--- src/rtl/arb_pkg.sv ---
// Shared types and default sizing for the round-robin one-hot arbiter.
package arb_pkg;

    typedef enum logic {
        ARB_IDLE  = 1'b0,
        ARB_GRANT = 1'b1
    } arb_state_e;

    localparam int ARB_N     = 16;
    localparam int ARB_PTR_W = 4;

endpackage

--- src/rtl/rr_pick.sv ---
// Combinational round-robin pick: first set req bit at or above ptr, wrapping N-1 -> 0.
module rr_pick
    import arb_pkg::*;
#(
    parameter int N     = ARB_N,
    parameter int PTR_W = ARB_PTR_W
) (
    input  logic [N-1:0]     req,
    input  logic [PTR_W-1:0] ptr,
    output logic [N-1:0]     win,
    output logic             any
);

    logic [N-1:0]   hi_mask;
    logic [2*N-1:0] dbl;
    logic [2*N-1:0] lowest;

    // Lower half keeps only bits >= ptr; the upper half is the full vector and
    // supplies the wrapped winner when nothing at or above ptr is requesting.
    always_comb begin
        hi_mask = ~((N'(1) << ptr) - N'(1));
        dbl     = {req, req & hi_mask};
        lowest  = dbl & (~dbl + (2*N)'(1));
        win     = lowest[N-1:0] | lowest[2*N-1:N];
        any     = |req;
    end

endmodule

--- src/rtl/rr_onehot_arbiter.sv ---
// Round-robin arbiter with registered one-hot grant held until done or request drop.
// Optional feature: define ARB_LOCK_EN to add a lock input that holds the grant.
module rr_onehot_arbiter
    import arb_pkg::*;
#(
    parameter int N     = ARB_N,
    parameter int PTR_W = ARB_PTR_W
) (
    input  logic         clk,
    input  logic         rst,
    input  logic [N-1:0] req,
    input  logic         done,
`ifdef ARB_LOCK_EN
    input  logic         lock,
`endif
    output logic [N-1:0] grant,
    output logic         busy
);

    arb_state_e       state_q, state_d;
    logic [N-1:0]     grant_q, grant_d;
    logic             busy_q, busy_d;
    logic [PTR_W-1:0] ptr_q, ptr_d;
    logic [PTR_W-1:0] owner_q, owner_d;

    logic [N-1:0]     win;
    logic             req_any;
    logic             lock_hold;

    function automatic logic [PTR_W-1:0] onehot_to_idx(input logic [N-1:0] oh);
        logic [PTR_W-1:0] idx;
        idx = '0;
        for (int i = 0; i < N; i++) begin
            if (oh[i]) idx = idx | PTR_W'(i);
        end
        return idx;
    endfunction

`ifdef ARB_LOCK_EN
    assign lock_hold = lock;
`else
    assign lock_hold = 1'b0;
`endif

    rr_pick #(.N(N), .PTR_W(PTR_W)) u_pick (
        .req (req),
        .ptr (ptr_q),
        .win (win),
        .any (req_any)
    );

    always_comb begin
        state_d = state_q;
        grant_d = grant_q;
        ptr_d   = ptr_q;
        owner_d = owner_q;
        case (state_q)
            ARB_IDLE: begin
                if (req_any) begin
                    grant_d = win;
                    owner_d = onehot_to_idx(win);
                    state_d = ARB_GRANT;
                end
            end
            ARB_GRANT: begin
                // Releasing owner moves to lowest priority for the next pick.
                if (!lock_hold && (done || !req[owner_q])) begin
                    grant_d = '0;
                    ptr_d   = (owner_q == PTR_W'(N-1)) ? '0 : owner_q + 1'b1;
                    state_d = ARB_IDLE;
                end
            end
            default: begin
                grant_d = '0;
                state_d = ARB_IDLE;
            end
        endcase
        busy_d = (state_d == ARB_GRANT);
    end

    always_ff @(posedge clk or posedge rst) begin
        if (rst) begin
            state_q <= ARB_IDLE;
            grant_q <= '0;
            busy_q  <= 1'b0;
            ptr_q   <= '0;
            owner_q <= '0;
        end else begin
            state_q <= state_d;
            grant_q <= grant_d;
            busy_q  <= busy_d;
            ptr_q   <= ptr_d;
            owner_q <= owner_d;
        end
    end

    assign grant = grant_q;
    assign busy  = busy_q;

endmodule

--- config.mk ---
export PLATFORM = sky130hd
export DESIGN_NAME = rr_onehot_arbiter
export DESIGN_NICKNAME = d
export VERILOG_FILES = /design/src/rtl/arb_pkg.sv /design/src/rtl/rr_pick.sv /design/src/rtl/rr_onehot_arbiter.sv
export SDC_FILE = /design/constraint.sdc
export NUM_CORES = 1
export LEC_CHECK = 0
export CAP_MARGIN = 15
export CORE_ASPECT_RATIO = 0.7
export CORE_MARGIN = 10
export CORE_UTILIZATION = 40
export CTS_BUF_LIST = sky130_fd_sc_hd__clkbuf_4
export CTS_CLUSTER_SIZE = 40
export DETAILED_ROUTE_END_ITERATION = 10
export HOLD_SLACK_MARGIN = 0.02
export PLACE_DENSITY = 0.63
export RECOVER_POWER = 25
export SLEW_MARGIN = 5
export SYNTH_ARGS = -nofsm -noshare
export SYNTH_HDL_FRONTEND = slang
export SYNTH_SLANG_ARGS = --single-unit
--- constraint.sdc ---
create_clock -name clk -period 3.1 [get_ports clk]
set_input_delay 0.31 -clock clk [delete_from_list [all_inputs] [get_ports clk]]
set_output_delay 0.31 -clock clk [all_outputs]
set_load 0.01 [all_outputs]
==> run_results.csv <==
group,metric,value,unit
worst_setup_path,path_max_fanout,5,
synth,async_flop_share,1.00,
drt,drtPass1Iterations,5,
place,dp_hpwl,4.93,mm
power,internal_power,1.29,mW
floorplanning,die_y,78.1,µm
synth,synth-seq-cells,25,
sta,hold_ws,543,ps
clock_network,h-tree-depth,1,
clock_network,clock-sinks,25,
drt,drtIter0Drc,255,
sta,post-route-period-util,0.979,
worst_setup_path,r2r-end,"owner_q[0]",
floorplanning,core-area,4730,µm²
global_route,grt_max_degree,29,
power,pwr-share-clk,0.063,
worst_setup_path,path_class,"flop to flop",
floorplanning,design.die.area,8030,µm²
sta,setup_violations,0,
global_route,grt_pass1_vias,1943,
global_route,antenna_found_initial,0,
power,swShare,0.463,
worst_setup_path,worstSetupStartpointType,"flop",
clock_network,cts-root-buf,"clkbuf_4",
synth,syn_avg_cell_area,8.16,µm²
finish,drive_gt1_frac,0.188,
clock_network,cts_buffer_depth,2,
worst_setup_path,r2r_cells,12,
place,numPortBuffers,35,
synth,synth_nets,257,
worst_hold_path,hold_depth,2,
drt,antenna_left,0,
drt,vias_per_cell,6.18,
finish,post-route-util,0.551,
worst_setup_path,crit_buf_inv,3,
power,ir_drop,352,µV
power,power.density,923,nW/µm²
worst_hold_path,hold_end,"grant[15]",
drt,drc,0,
worst_setup_path,arrival,3330,ps
job,max_cap_violations,0,
synth,yosysSeqAreaShare,0.325,
power,net-switching-power,1.11,mW
sta,fmax,0.329,GHz
worst_setup_path,crit_chain,"nor4_4, inv_1, ha_2, or3_1, a21o_1, a311o_4, nor4_4, buf_4, buf_4, a21oi_1, nand3_1, o22a_1",
synth,synth_top_cell_by_area,"dfrtp_1",
worst_setup_path,crit_required,3390,ps
worst_setup_path,reg2reg_slack,60,ps
worst_hold_path,hold_start,"grant[15]",
status,outcome,"complete, no violations",
power,power_frac_seq,0.240,
clock_network,cts_tree,"done",
clock_network,numCtsBuffers,3,
drt,routed_wl,6.28,mm
worst_setup_path,r2r_start,"ptr_q[3]",
synth,ys_top_cells_by_area,"dfrtp_1 (32%), nand2_1 (6.6%), mux4_2 (5.8%), nor2_1 (4.5%), o22ai_1 (3.9%)",
sta,finClkSkew,15.9,ps
drt,vias,2125,
power,leakagePower,1.04,nW
synth,netlist_top_cells_count,"nand2_1 (34), dfrtp_1 (25), nor2_1 (23)",
drt,drt-wirelength-per-cell,18.3,µm
floorplanning,rows,21,
synth,synth_top_area_share,0.325,
worst_setup_path,crit_slowest_cell,"dfrtp_2",
finish,nets,309,
synth,yosysWarnings,0,
worst_setup_path,end_kind,"flop",
sta,relSlewSlack,0.367,
power,combinationalPowerShare,0.697,
synth,dominantRegCellSynth,"dfrtp_1",
global_route,grt_pass1_wl,10.1,mm
global_route,globalRouteTotalUtil,0.155,
finish,syn_to_final_growth,35.3,%
finish,diodes,0,
synth,synth_edf_count,0,
synth,syn_inst,236,
worst_hold_path,hp-class,"flop to flop",
clock_network,clk_pin_slew,150,ps
floorplanning,die_w,103,µm
clock_network,ctsHoldBuffers,0,
synth,synthesis.area,1930,µm²
floorplanning,start_util,0.407,
worst_setup_path,cp_top_family,"simple AND/OR/NAND/NOR gates",
sta,layout_min_cycle_time,3040,ps
floorplanning,top_level_ports,36,
synth,synthDistinctLibCells,49,
sta,hold_viol,0,
sta,worst_pin_slew,948,ps
sta,drv_slew,0,
global_route,grt-ovfl-total,0,
place,gp_congestion,0.980,
worst_setup_path,crit_path_max_incr_delay,470,ps
synth,synth_most_common_cell,"nand2_1",
sta,tns,0,ps
clock_network,insertion_delay,340,ps
## flip-flops by register name, indices dropped and copies added (netlist names)
register and flops:
owner_q 4, ptr_q 4, busy 1, grant 16
## per-stage QoR
step | std cells | power (mW) | worst slack (ps) | cell area [µm²]
2_1_floorplan | 236 | 1.57 | 11.8 | 1940
3_3_place_gp | 333 | 2.09 | 106 | 2450
3_5_place_dp | 333 | 2.10 | 16.6 | 2450
4_1_cts | 337 | 2.26 | 8.60 | 2480
5_1_grt | 344 | 2.60 | -21.7 | 2610
6_report | 344 | 2.40 | 63.7 | 2610
## layout make-up
class | count | area (µm²)
clock buffers | 3 | 22.5
inverters | 11 | 41.3
clock inverters | 1 | 5.00
flip-flops and latches | 25 | 628
repair buffers | 61 | 562
well taps | 57 | 71.3
multi-input cells | 186 | 1270
fillers | 464 | 2120
## power groups by stage
stage	clock [mW]	sequential [mW]	combinational [mW]
final	0.152	0.577	1.68
after global routing	0.171	0.599	1.83
after CTS	0.156	0.584	1.52
after detailed placement	0	0.580	1.52
after global placement	0	0.577	1.51
after floorplan	0	0.543	1.03
## what timing repair did
action / 4_1_cts / 5_1_grt
buffers inserted: 0 / 7
resized for setup: 1 / 14
endpoints found under the setup margin: 1 / 7
pin swaps: 0 / 9
## layout by cell type, fill, tap and decap left out, types with 5 or more instances in the layout
cell type | Yosys | routed
inv_1 | 11 | 11
buf_4 | 0 | 24
a21oi_1 | 11 | 11
o22ai_1 | 12 | 12
o21ai_0 | 12 | 11
nor2_1 | 23 | 23
a31oi_1 | 6 | 5
nand3_1 | 7 | 7
nand4_1 | 5 | 5
clkdlybuf4s50_1 | 0 | 34
nor3_1 | 9 | 9
nand2_1 | 34 | 34
mux4_2 | 5 | 5
dfrtp_1 | 25 | 23
## worst max path at each step
stage	from	to	slack [ps]	cells after the start
2_1_floorplan	ptr_q[0]	owner_q[1]	10	12
3_3_place_gp	ptr_q[0]	owner_q[3]	110	12
3_5_place_dp	ptr_q[0]	owner_q[2]	20	11
4_1_cts	ptr_q[0]	owner_q[2]	9	11
5_1_grt	ptr_q[3]	owner_q[0]	-20	12
6_report	ptr_q[3]	owner_q[0]	60	12
## tightest hold or removal path, stage by stage, from the launching register on
cell and delay, ps:
dfrtp_1 390, nand2_1 60, o22ai_1 60
## routing by layer
layer	routed length [µm]	share of wire	vias to the layer above	global-route usage
met4	53	0.0084	0	0.0291
li1	-	-	992	-
met1	3060	0.49	1012	0.231
met3	534	0.085	7	0.0411
met2	2630	0.42	114	0.216
met5	0	0	-	0
## cells by family (layout without fill, tap and decap cells)
kind of cell | Yosys count | in the layout | share of synthesized area
AND/OR/NAND/NOR | 105 | 105 | 0.279
AO/OA/AOI/OAI | 69 | 69 | 0.242
flip-flops | 25 | 25 | 0.325
buffers and inverters | 25 | 76 | 0.0559
multiplexers | 8 | 8 | 0.0760
adder cells (fa/ha/maj) | 2 | 2 | 0.0130
XOR/XNOR | 2 | 2 | 0.00910
No activity file was read; power rests on OpenSTA's default activity.
